**config.mk**
```make
export PLATFORM = sky130hd
export DESIGN_NAME = gray_updown_counter_flat
export DESIGN_NICKNAME = d
export VERILOG_FILES = /design/src/rtl/gray_updown_counter_if.sv /design/src/rtl/gray_updown_counter.sv /design/src/flat_wrapper.sv
export SDC_FILE = /design/constraint.sdc
export NUM_CORES = 1
export LEC_CHECK = 0
export ABC_AREA = 1
export CAP_MARGIN = 20
export CORE_AREA = 2 2 39 41
export CTS_BUF_LIST = sky130_fd_sc_hd__clkbuf_8
export DETAILED_ROUTE_END_ITERATION = 16
export DIE_AREA = 0 0 41 43
export GPL_TIMING_DRIVEN = 0
export PLACE_DENSITY_LB_ADDON = 0.2
export SYNTH_ARGS = -nofsm -noshare
export SYNTH_HDL_FRONTEND = slang
export SYNTH_SLANG_ARGS = --single-unit
```
**constraint.sdc**
```tcl
create_clock -name clk -period 1.9 [get_ports clk]
set_clock_uncertainty 0.1 [all_clocks]
set_input_delay 0.285 -clock clk [delete_from_list [all_inputs] [get_ports clk]]
set_output_delay 0.285 -clock clk [all_outputs]
set_load 0.005 [all_outputs]
```
**src/rtl/gray_updown_counter_if.sv**
```systemverilog
// ============================================================================
// gray_updown_counter_if : control inputs and count outputs of the counter
// Revision: 1.0
// ============================================================================
`default_nettype none

interface gray_updown_counter_if #(
  parameter int WIDTH = 4
);
  logic             en;
  logic             up;
  logic             load;
  logic [WIDTH-1:0] din;
  logic [WIDTH-1:0] gray;
  logic [WIDTH-1:0] bin;
  logic             lim;

  modport master (
    output en, up, load, din,
    input  gray, bin, lim
  );

  modport slave (
    input  en, up, load, din,
    output gray, bin, lim
  );
endinterface

`default_nettype wire

```
**src/rtl/gray_updown_counter.sv**
```systemverilog
// ============================================================================
// gray_updown_counter : parametrised up/down Gray counter, wrap or saturate
// Revision: 1.0
// ============================================================================
`default_nettype none

module gray_updown_counter #(
  parameter int WIDTH     = 4,
  parameter int SATURATE  = 0,
  parameter int GRAY_LOAD = 1
) (
  input  wire logic              clk,
  input  wire logic              nrst,
  gray_updown_counter_if.slave   bus
);

  localparam logic [WIDTH-1:0] ALL_ONES = '1;
  localparam logic [WIDTH-1:0] ZERO     = '0;
  localparam logic [WIDTH-1:0] ONE      = {{(WIDTH-1){1'b0}}, 1'b1};

  logic [WIDTH-1:0] b;
  logic [WIDTH-1:0] gray_q;
  logic             lim_q;
  logic [WIDTH-1:0] b_next;
  logic             lim_next;
  logic [WIDTH-1:0] din_bin;

  // Gray-to-binary: each binary bit is the XOR of all Gray bits at or above it.
  generate
    if (GRAY_LOAD != 0) begin : g_gray_load
      always_comb begin
        din_bin = ZERO;
        for (int i = 0; i < WIDTH; i++) begin
          din_bin[i] = ^(bus.din >> i);
        end
      end
    end else begin : g_bin_load
      assign din_bin = bus.din;
    end
  endgenerate

  always_comb begin
    b_next   = b;
    lim_next = 1'b0;
    if (bus.load) begin
      b_next = din_bin;
    end else if (bus.en) begin
      if (bus.up) begin
        if (b == ALL_ONES) begin
          b_next   = (SATURATE != 0) ? b : ZERO;
          lim_next = 1'b1;
        end else begin
          b_next = b + ONE;
        end
      end else begin
        if (b == ZERO) begin
          b_next   = (SATURATE != 0) ? ZERO : ALL_ONES;
          lim_next = 1'b1;
        end else begin
          b_next = b - ONE;
        end
      end
    end
  end

  // Gray is encoded from b_next so it moves on the same edge as the binary count.
  always_ff @(posedge clk or negedge nrst) begin
    if (!nrst) begin
      b      <= ZERO;
      gray_q <= ZERO;
      lim_q  <= 1'b0;
    end else begin
      b      <= b_next;
      gray_q <= b_next ^ (b_next >> 1);
      lim_q  <= lim_next;
    end
  end

  assign bus.bin  = b;
  assign bus.gray = gray_q;
  assign bus.lim  = lim_q;

endmodule

`default_nettype wire

```
**src/flat_wrapper.sv**
```systemverilog
// flat-port wrapper written by rule: the top's interface ports become plain ports
module gray_updown_counter_flat 
#(
  parameter int WIDTH     = 4,
  parameter int SATURATE  = 0,
  parameter int GRAY_LOAD = 1
)
  (clk, nrst, bus_en, bus_up, bus_load, bus_din, bus_gray, bus_bin, bus_lim);
  gray_updown_counter_if #(.WIDTH(WIDTH)) bus_i ();
  input  wire logic clk;
  input  wire logic nrst;
  input wire logic [$bits(bus_i.en)-1:0] bus_en;
  input wire logic [$bits(bus_i.up)-1:0] bus_up;
  input wire logic [$bits(bus_i.load)-1:0] bus_load;
  input wire logic [$bits(bus_i.din)-1:0] bus_din;
  output wire logic [$bits(bus_i.gray)-1:0] bus_gray;
  output wire logic [$bits(bus_i.bin)-1:0] bus_bin;
  output wire logic [$bits(bus_i.lim)-1:0] bus_lim;
  assign bus_i.en = bus_en;
  assign bus_i.up = bus_up;
  assign bus_i.load = bus_load;
  assign bus_i.din = bus_din;
  assign bus_gray = bus_i.gray;
  assign bus_bin = bus_i.bin;
  assign bus_lim = bus_i.lim;
  gray_updown_counter #(.WIDTH(WIDTH), .SATURATE(SATURATE), .GRAY_LOAD(GRAY_LOAD)) u_core (.clk(clk), .nrst(nrst), .bus(bus_i));
endmodule
```
* Word-level counts from Yosys, hierarchy flattened
Index checks and enable logic that the tools add are counted.
** Cells by class
- Add/subtract/negate cells :: 2
- Equal/unequal tests :: 1
- Multiplexer cells :: 10
- Bitwise operators :: 1
- Reduce and logical (&&, ||, !) cells :: 5
** Operators with widths (number)
- two-way mux 4 bit :: 5
- parity 4 bit :: 4
- two-way mux 1 bit :: 5
- adder 4 x 1 -> 4 bit (second input constant) :: 1
- == test 4 bit (second input constant) :: 1
- zero test 4 bit :: 1
- subtractor 4 x 1 -> 4 bit (second input constant) :: 1
- bitwise XOR 4 x 3 -> 4 bit :: 1
** Storage, ports and cells
- Flip-flop bits (word level) :: 9
- Bits of input ports :: 9

* Logic depth before layout (Yosys ltp)
Gate-level depths: netlist (run 1).
- Depth after elaboration :: 6
- Depth in mapped cells :: 11
- Mapped depth without buffers :: 11

* Least setup slack after synthesis (run 1)
OpenSTA, ideal clock, no wires.
- Path type :: register -> register
- Start :: reg u_core.b[0] (netlist: u_core.bus.bin[0])
- End :: reg u_core.gray_q[0] (netlist: u_core.bus.gray[0])
- Arrival time :: 1.300 ns
- Data required time :: 1.683 ns
- Path slack :: 0.383 ns
- Cell stages (with the launch flop) :: 9
- Cells stage by stage :: dfrtp_1 > inv_1 > ha_1 > xnor2_1 > nand2_1 > o211ai_1 > o21ai_2 > nand3_1 > nand2_1
** Between the ends
- Longest elaborated chain between the ends :: 6
- Elaborated cells between the ends (all ways) :: 10
** RTL lines
- start: declaration :: line gray_updown_counter.sv:21 : logic [WIDTH-1:0] b;
- start signal: assignment :: line gray_updown_counter.sv:73 : b <= b_next;
- subtractor 4 x 1 -> 4 bit, or another cell as far along :: line gray_updown_counter.sv:60 : b_next = b - ONE;
- two-way mux 4 bit, on equally long branches :: line gray_updown_counter.sv:56, gray_updown_counter.sv:49
- two-way mux 4 bit :: line gray_updown_counter.sv:48 : if (bus.up) begin
- two-way mux 4 bit * :: line gray_updown_counter.sv:47 : end else if (bus.en) begin
- two-way mux 4 bit * :: line gray_updown_counter.sv:45 : if (bus.load) begin
- bitwise XOR 4 x 3 -> 4 bit * :: line gray_updown_counter.sv:74 : gray_q <= b_next ^ (b_next >> 1);
- end signal: assignment :: line gray_updown_counter.sv:74
- end: declaration :: line gray_updown_counter.sv:22 : logic [WIDTH-1:0] gray_q;
Mark *: on every way between the ends. The rest lies on a longest branch, timed or not.

* Worst setup path in the final report (run 1)
Ends and elaborated chain as after synthesis.

==> results of run 1 <==
-- kinds of logic (layout without fill, tap and decap cells) --
| logic type | Yosys count | after routing | synth area share [%] |
|---|---|---|---|
| AND/OR/NAND/NOR | 45 | 45 | 36.5 |
| buffers and inverters | 15 | 35 | 10.8 |
| flip-flops | 8 | 8 | 35.9 |
| AO/OA/AOI/OAI | 5 | 5 | 6.06 |
| XOR/XNOR | 4 | 4 | 6.28 |
| adder cells (fa/ha/maj) | 2 | 2 | 4.48 |
-- placed cells by master, fill, tap and decap left out, drive strengths merged --
cell type	count
nand2	29
clkdlybuf4s50	17
inv	14
nand3	11
dfrtp	8
xnor2	4
nor2	3
clkbuf	3
a21oi	2
ha	2
o211ai	1
o21ai	1
nor3	1
nand4	1
a211oi	1
buf	1
-- worst max-delay path, stage by stage, from the launching register on --
cell and delay [ps]:
dfrtp_1 460, inv_1 110, ha_1 320, xnor2_1 180, nand2_1 70, o211ai_1 100, o21ai_2 110, nand3_1 80
nand2_1 50
-- metrics by stage --
stage | power (mW) | cell area [um^2] | util, % | setup WS [ps] | std cells
floorplan | 0.353 | 558 | - | 383 | 79
finish | 0.654 | 790 | 57.1 | 208 | 115
global placement | 0.457 | 748 | 54.1 | 202 | 112
CTS | 0.662 | 790 | 57.1 | 178 | 115
detailed placement | 0.463 | 748 | 54.1 | 170 | 112
global route | 0.703 | 790 | 57.1 | 63.7 | 115
-- layout make-up --
cell class	instances	area share [%]
clock buffer	3	5.23
multi-input combinational	56	37.7
buffer	1	0.951
tap	16	2.54
inverter	14	6.66
sequential	8	25.4
timing repair buffer	17	21.6
-- layer usage --
layer	track usage, %	part of all wire [%]	wire length [um]	vias up
met5	0	0	0	-
met4	2.00	0	0	0
met3	9.42	6.5	70	0
met2	24.1	51	548	21
met1	18.7	42	458	251
li1	-	-	-	290
-- worst paths after layout --
check | startpoint | depth (start not counted) | end | slack [ps]
setup / recovery | u_core.bus.bin[0] | 8 | u_core.bus.gray[0] | 210
hold / removal | nrst | 1 | u_core.bus.bin[2] | 230
setup reg to reg | u_core.bus.bin[0] | 8 | u_core.bus.gray[0] | 210
hold reg to reg | u_core.bus.bin[2] | 4 | u_core.bus.lim | 640
max in group asynchronous | nrst | 1 | u_core.bus.bin[1] | 1210
min in group clk | u_core.bus.bin[2] | 4 | u_core.bus.lim | 640
-- report_power, final --
group / switching (mW) / total [mW] / internal, mW
clock network: 0.0579 / 0.194 / 0.136
registers: 0.0294 / 0.229 / 0.199
logic: 0.107 / 0.230 / 0.124
total: 0.194 / 0.654 / 0.459
-- flip-flops by register name, indices dropped and copies added (netlist names) --
signal,flops
u_core.bus.bin,4
u_core.bus.gray,3
u_core.bus.lim,1
==> out/metrics.yaml, run 1 <==
cts.sinks: 8
layout_worst_path_cycle_share_pct: 89.1
outcome: "finished clean"
synth_area_leaders: "dfrtp_1 36%, nand2_1 17%, nand3_1 9.0%"
clk_latency_ps: 220
yosysTopAreaCell: "dfrtp_1"
antenna_found_initial: 0
power_density_nw_per_um2: 828
antenna_cells: 0
synth_edf_count: 0
initial_core_util_pct: 40.3
synthFlopType: "dfrtp_1"
drtIter0Drc: 12
critPathCaptureType: "flop"
gr-total-overflow: 0
peakVddDrop_v: 0.000660
clock.fmax_mhz: 591
seq_area_frac_synth_pct: 35.9
hold_violations: 0
ys_types: 17
fp.dieH_um: 43
via_count: 562
n_fill_cell: 143
cts_tree: "yes"
htreeDepth: 1
cts-root-buf: "clkbuf_8"
portBuffers: 17
multi_input_area_um2: 298
drtAntennaViolNets: 0
wire_per_inst_um: 9.37
dr.pass1.iters: 4
core_um2: 1380
ys_ff_latch: 8
drv_cap: 0
area_growth_pct: 41.5
ys_warn_count: 0
cellLeakagePower_nw: 0.397
clkTransAtPathRegs_ps: 40
seq_area_um2: 200
synth_top_area_share_pct: 35.9
synthTopCellsByCount: "26 x nand2_1, 10 x nand3_1, 9 x inv_1"
crit_type: "reg -> reg"
place.gp.congestion: 0.787
vias_per_cell: 4.89
hold_buffers: 0
synthCells: 79
cp_data_arrival_time_ps: 1700
track_usage_pct: 15.7
row_count: 14
fin_hold_ws_ps: 234
cts_resized: 0
postSynthAreaPerCell_um2: 7.06
io_pins: 18
cp_max_fo: 7
routed_wl_um: 1080
grt_pass1_wl_um: 1870
cts_setup_buffers: 0
final.setup.tns_ps: 0
place_hpwl_um: 884
drive_gt1_share_pct: 15.2
grt_pass1_vias: 487
cp-start-kind: "flop"
grt_max_degree: 9
yosysMostFrequentCell: "nand2_1"
die_width_um: 41
synthesis.nets: 90
cp.required_ps: 1910
rsz0062_at_grt: "no"
synthArstFlopShare_pct: 100
hold_class: "in -> async"
clock_path_buffers: 2
final_nets: 112
finalSetupViolations: 0
drc_errors: 0
slew_headroom_pct: 76.8
fp.dieArea_um2: 1760
cts_made_buffers: 3
netlist_area_um2: 558
period_needed_ps: 1690
finalMaxSlewViolations: 0
worst_slew_pin_slew_ps: 348
No activity file was read; power rests on OpenSTA's default activity.
==> inputs of run 2 (changes only) <==
--- a/config.mk
+++ b/config.mk
@@ -13,6 +13,7 @@
 export DIE_AREA = 0 0 41 43
 export GPL_TIMING_DRIVEN = 0
 export PLACE_DENSITY_LB_ADDON = 0.2
+export SKIP_CTS_REPAIR_TIMING = 1
 export SYNTH_ARGS = -nofsm -noshare
 export SYNTH_HDL_FRONTEND = slang
 export SYNTH_SLANG_ARGS = --single-unit
==> constraint.sdc (replaced) <==
create_clock -name clk -period 1.6 [get_ports clk]
set_clock_uncertainty 0.1 [all_clocks]
set_input_delay 0.24 -clock clk [delete_from_list [all_inputs] [get_ports clk]]
set_output_delay 0.24 -clock clk [all_outputs]
set_load 0.005 [all_outputs]
==> out/metrics.yaml, run 2 (synthesized netlist as in run 1, its figures left out) <==
outcome: "finished clean"
crit_path_cell_trace: "buf_6 -> clkdlybuf4s50_1"
crit_type: "reg -> out"
die_width_um: 41  # unchanged
period_needed_ps: 1600
routed_wl_um: 1200  # +12%
rsz0062_at_grt: "yes"
via_count: 579  # +3.0%
portBuffers: 17  # unchanged
cp_data_arrival_time_ps: 1260  # -440 ps
fin_util_pct: 63.6  # +6.5 points
drv_cap: 0  # unchanged
power_frac_comb_pct: 40.3  # +5.0 points
cts-root-buf: "clkbuf_8"
worst_slew_pin_slew_ps: 355  # +7.42 ps
intPower_mw: 0.593  # +29%
fp.dieArea_um2: 1760  # unchanged
final_nets: 116  # +3.6%
switchingPower_mw: 0.259  # +33%
cp-start-kind: "flop"
power_density_nw_per_um2: 969  # +17%
drtIter0Drc: 8  # -4
finalSetupViolations: 0  # unchanged
fp.dieH_um: 43  # unchanged
p_sw_share_pct: 30.4  # +0.65 points
place.gp.congestion: 0.787  # unchanged
cp_max_fo: 5  # -2
hold_violations: 0  # unchanged
r2r-start: "u_core.bus.bin[0]"
cts_made_buffers: 3  # unchanged
cellLeakagePower_nw: 0.443  # +12%
seq_power_share_pct: 32.6  # -2.4 points
htreeDepth: 1  # unchanged
r2r_cells: 10  # +2
cp.required_ps: 1260  # -650 ps
clk_latency_ps: 220  # about the same
placedCellCount: 112  # unchanged
initial_core_util_pct: 40.3  # unchanged
rrSetupSlack_ps: 70  # -140 ps
clkTransAtPathRegs_ps: 40  # about the same
cts_tree: "yes"
hold_class: "in -> async"
wire_per_inst_um: 10.1  # +7.8%
dp_slack_ps: -105  # -275 ps
critPathCaptureType: "output pin"
finalPower_mw: 0.852  # +30%
dr.pass1.iters: 4  # unchanged
cts.sinks: 8  # unchanged
cp_slowest_stage_delay_ps: 490  # +30 ps
antenna_cells: 0  # unchanged
p_clk_share_pct: 27.1  # -2.6 points
drc_errors: 0  # unchanged
slew_headroom_pct: 76.3  # -0.50 points
layout_worst_path_cycle_share_pct: 99.8
slowest_stage: "clkdlybuf4s50_1"
clock.fmax_mhz: 626
finalMaxSlewViolations: 0  # unchanged
grt_max_degree: 9  # unchanged
final_cell_mix: "26 x nand2_1, 15 x clkdlybuf4s50_1, 10 x nand3_1"
peakVddDrop_v: 0.000792  # +20%
io_pins: 18  # unchanged
worst_slack_ps: 3.36  # -204 ps
track_usage_pct: 15.7  # unchanged
largest_reg_flops: 4  # unchanged
place_hpwl_um: 884  # unchanged
reg2reg_to: "u_core.bus.gray[2]"
gr-total-overflow: 0  # unchanged
clock_path_buffers: 2  # unchanged
row_count: 14  # unchanged
cp-startpoint: "u_core.bus.bin[0]"
vias_per_cell: 4.87  # -0.44%
layout_commonest_cell: "nand2_1"
final.setup.tns_ps: 0  # unchanged
core_um2: 1380  # unchanged
antenna_found_initial: 0  # unchanged
n_fill_cell: 128  # -10%
stdcell_count: 119  # +3.5%
drtAntennaViolNets: 0  # unchanged
cp-endpoint: "bus_bin[0]"
grt_pass1_wl_um: 1870  # unchanged
drive_gt1_share_pct: 28.2  # +13 points
area_growth_pct: 57.6
grt_pass1_vias: 487  # unchanged
## run 2: changes by cell type in the layout (fill, tap and decap cells not counted), sizes merged
cell and change:
dlymetal6s2s +2, clkdlybuf4s50 -2, buf +4
## run 2: power by group through the flow
stage          registers, mW  clock network, mW  logic (mW)
6_report               0.278              0.231       0.344
3_5_place_dp           0.275                  0       0.275
2_1_floorplan          0.272                  0       0.147
3_3_place_gp           0.273                  0       0.270
4_1_cts                0.272              0.237       0.277
5_1_grt                0.282              0.254       0.382
## run 2: layout make-up
type / count / area [um^2] / share of cell area, %
Clock buffer: 3 / 41.3 / 4.69
Multi-Input combinational cell: 56 / 344 / 39.1
Buffer: 1 / 7.51 / 0.853
Timing Repair Buffer: 21 / 209 / 23.8
Sequential cell: 8 / 205 / 23.3
Inverter: 14 / 52.6 / 5.97
Tap cell: 16 / 20.0 / 2.28
## run 2: worst min path at each step
stage | depth (start not counted) | to | start | slack (ps)
after floorplan | 0 | u_core.bus.bin[0] | nrst | -160
after global placement | 1 | u_core.bus.bin[3] | nrst | 430
after detailed placement | 1 | u_core.bus.bin[2] | nrst | 430
after CTS | 1 | u_core.bus.bin[2] | nrst | 200
after global routing | 1 | u_core.bus.lim | nrst | 210
final | 1 | u_core.bus.gray[2] | nrst | 190
## run 2: metal layers
| layer | global-route usage, % | part of all wire, % | wire, um | vias up |
|---|---|---|---|---|
| met5 | 0 | 0 | 0 | - |
| met4 | 2.00 | 0 | 0 | 0 |
| met3 | 9.42 | 6.8 | 82 | 0 |
| met2 | 24.1 | 51 | 612 | 21 |
| met1 | 18.7 | 42 | 509 | 259 |
| li1 | - | - | - | 299 |
## run 2: stage by stage
stage          cell area (um^2)  hold WS (ps)
2_1_floorplan               558          -156
3_3_place_gp                748           430
3_5_place_dp                748           432
4_1_cts                     790           196
5_1_grt                     880           206
6_report                    880           193
## run 2: critical path, delay by kind of cell (launching register included)
| family | cells | cell delay (ps) |
|---|---|---|
| buffers and inverters | 2 | 620 |
| flip-flops | 1 | 420 |
==> inputs of run 3 (changes only) <==
--- a/config.mk
+++ b/config.mk
@@ -12,6 +12,7 @@
 export DETAILED_ROUTE_END_ITERATION = 16
 export DIE_AREA = 0 0 41 43
 export GPL_TIMING_DRIVEN = 0
+export MAX_ROUTING_LAYER = met4
 export PLACE_DENSITY_LB_ADDON = 0.2
 export SKIP_CTS_REPAIR_TIMING = 1
 export SYNTH_ARGS = -nofsm -noshare
==> out/metrics.yaml, run 3 (synthesized netlist as in run 1, its figures left out) <==
outcome: "finished clean"
cp.required_ps: 1260  # about the same
rsz0062_at_grt: "yes"
drtIter0Drc: 8  # unchanged
portBuffers: 17  # unchanged
cts-root-buf: "clkbuf_8"
grt_pass1_wl_um: 1860  # -0.32%
cts_tree: "yes"
hold_violations: 0  # unchanged
core_um2: 1380  # unchanged
intPower_mw: 0.593  # about the same
worst_slew_pin_slew_ps: 355  # +0.0378 ps
p_sw_share_pct: 30.4  # about the same
initial_core_util_pct: 40.3  # unchanged
cp-start-kind: "flop"
layout_commonest_cell: "nand2_1"
placed_cell_area_um2: 748  # unchanged
hold_class: "in -> async"
power_frac_comb_pct: 40.3  # about the same
period_needed_ps: 1600  # unchanged
cts_made_buffers: 3  # unchanged
dp_slack_ps: -105  # unchanged
slew_headroom_pct: 76.3  # about the same
wire_per_inst_um: 10.1  # unchanged
critPathCaptureType: "output pin"
row_count: 14  # unchanged
final_nets: 116  # unchanged
vias_per_cell: 4.87  # +0.17%
layout_worst_path_cycle_share_pct: 99.8  # unchanged
clkTransAtPathRegs_ps: 40  # about the same
drive_gt1_share_pct: 28.2  # unchanged
cp_data_arrival_time_ps: 1260  # about the same
postLayoutCellArea_um2: 880  # unchanged
place.gp.congestion: 0.798  # +1.4%
drv_cap: 0  # unchanged
drc_errors: 0  # unchanged
drtAntennaViolNets: 0  # unchanged
fp.dieArea_um2: 1760  # unchanged
crit_type: "reg -> out"
antenna_cells: 0  # unchanged
worst_slack_ps: 3.36  # unchanged
cellLeakagePower_nw: 0.443  # unchanged
grt_pass1_vias: 485  # -0.41%
clock.fmax_mhz: 626  # unchanged
fp.dieH_um: 43  # unchanged
area_growth_pct: 57.6  # unchanged
antenna_found_initial: 0  # unchanged
via_count: 580  # +0.17%
htreeDepth: 1  # unchanged
finalSetupViolations: 0  # unchanged
final_cell_mix: "26 x nand2_1, 15 x clkdlybuf4s50_1, 10 x nand3_1"
switchingPower_mw: 0.259  # about the same
cts.sinks: 8  # unchanged
place_hpwl_um: 884  # unchanged
largest_reg_flops: 4  # unchanged
clock_path_buffers: 2  # unchanged
die_width_um: 41  # unchanged
grt_max_degree: 9  # unchanged
io_pins: 18  # unchanged
cp_max_fo: 5  # unchanged
finalMaxSlewViolations: 0  # unchanged
seq_power_share_pct: 32.6  # about the same
track_usage_pct: 16.0  # +0.39 points
power_density_nw_per_um2: 969  # about the same
p_clk_share_pct: 27.1  # about the same
dr.pass1.iters: 4  # unchanged
n_fill_cell: 128  # unchanged
routed_wl_um: 1200  # unchanged
fin_hold_ws_ps: 193  # +0.0120 ps
gr-total-overflow: 0  # unchanged
clk_latency_ps: 220  # about the same
peakVddDrop_v: 0.000792  # about the same
[run 3: final timing paths]
path                       slack (ps)  cells past startpoint            endpoint              start
setup / recovery                    3                      2          bus_bin[0]  u_core.bus.bin[0]
hold / removal                    190                      1  u_core.bus.gray[2]               nrst
setup reg to reg                   70                     10  u_core.bus.gray[2]  u_core.bus.bin[0]
hold reg to reg                   610                      4   u_core.bus.bin[3]  u_core.bus.bin[3]
max in group asynchronous         920                      1   u_core.bus.bin[1]               nrst
min in group clk                  450                      5      u_core.bus.lim             bus_up
[run 3: per-layer routing]
metal,global-route usage (%),vias to the layer above,share of wire [%]
met5,-,-,0
met4,2.00,0,0
met3,9.42,0,6.8
met2,24.1,21,51
met1,18.7,260,42
li1,-,299,-
[run 3: layout make-up]
class / instances / area [um^2] / area share (%)
Multi-Input combinational cell: 56 / 344 / 39.1
Timing Repair Buffer: 21 / 209 / 23.8
Sequential cell: 8 / 205 / 23.3
Inverter: 14 / 52.6 / 5.97
Clock buffer: 3 / 41.3 / 4.69
Tap cell: 16 / 20.0 / 2.28
Buffer: 1 / 7.51 / 0.853
[run 3: per-stage QoR]
| stage | power (mW) | cells | setup TNS, ps | utilization, % |
|---|---|---|---|---|
| finish | 0.852 | 119 | 0 | 63.6 |
| global route | 0.917 | 119 | -87.6 | 63.6 |
| CTS | 0.786 | 115 | -267 | 57.1 |
| detailed placement | 0.550 | 112 | -297 | 54.1 |
| global placement | 0.543 | 112 | -156 | 54.1 |
| floorplan | 0.419 | 79 | 0 | - |
[run 3: critical path, cell delays in order (launching register included)]
cell and delay (ps):
dfrtp_2 420, buf_6 130, clkdlybuf4s50_1 490
[run 3: power groups by stage]
stage	Clock [mW]	Combinational [mW]	Sequential [mW]
3_5_place_dp	0	0.275	0.275
3_3_place_gp	0	0.270	0.273
5_1_grt	0.254	0.382	0.282
4_1_cts	0.237	0.277	0.272
6_report	0.231	0.344	0.278
2_1_floorplan	0	0.147	0.272
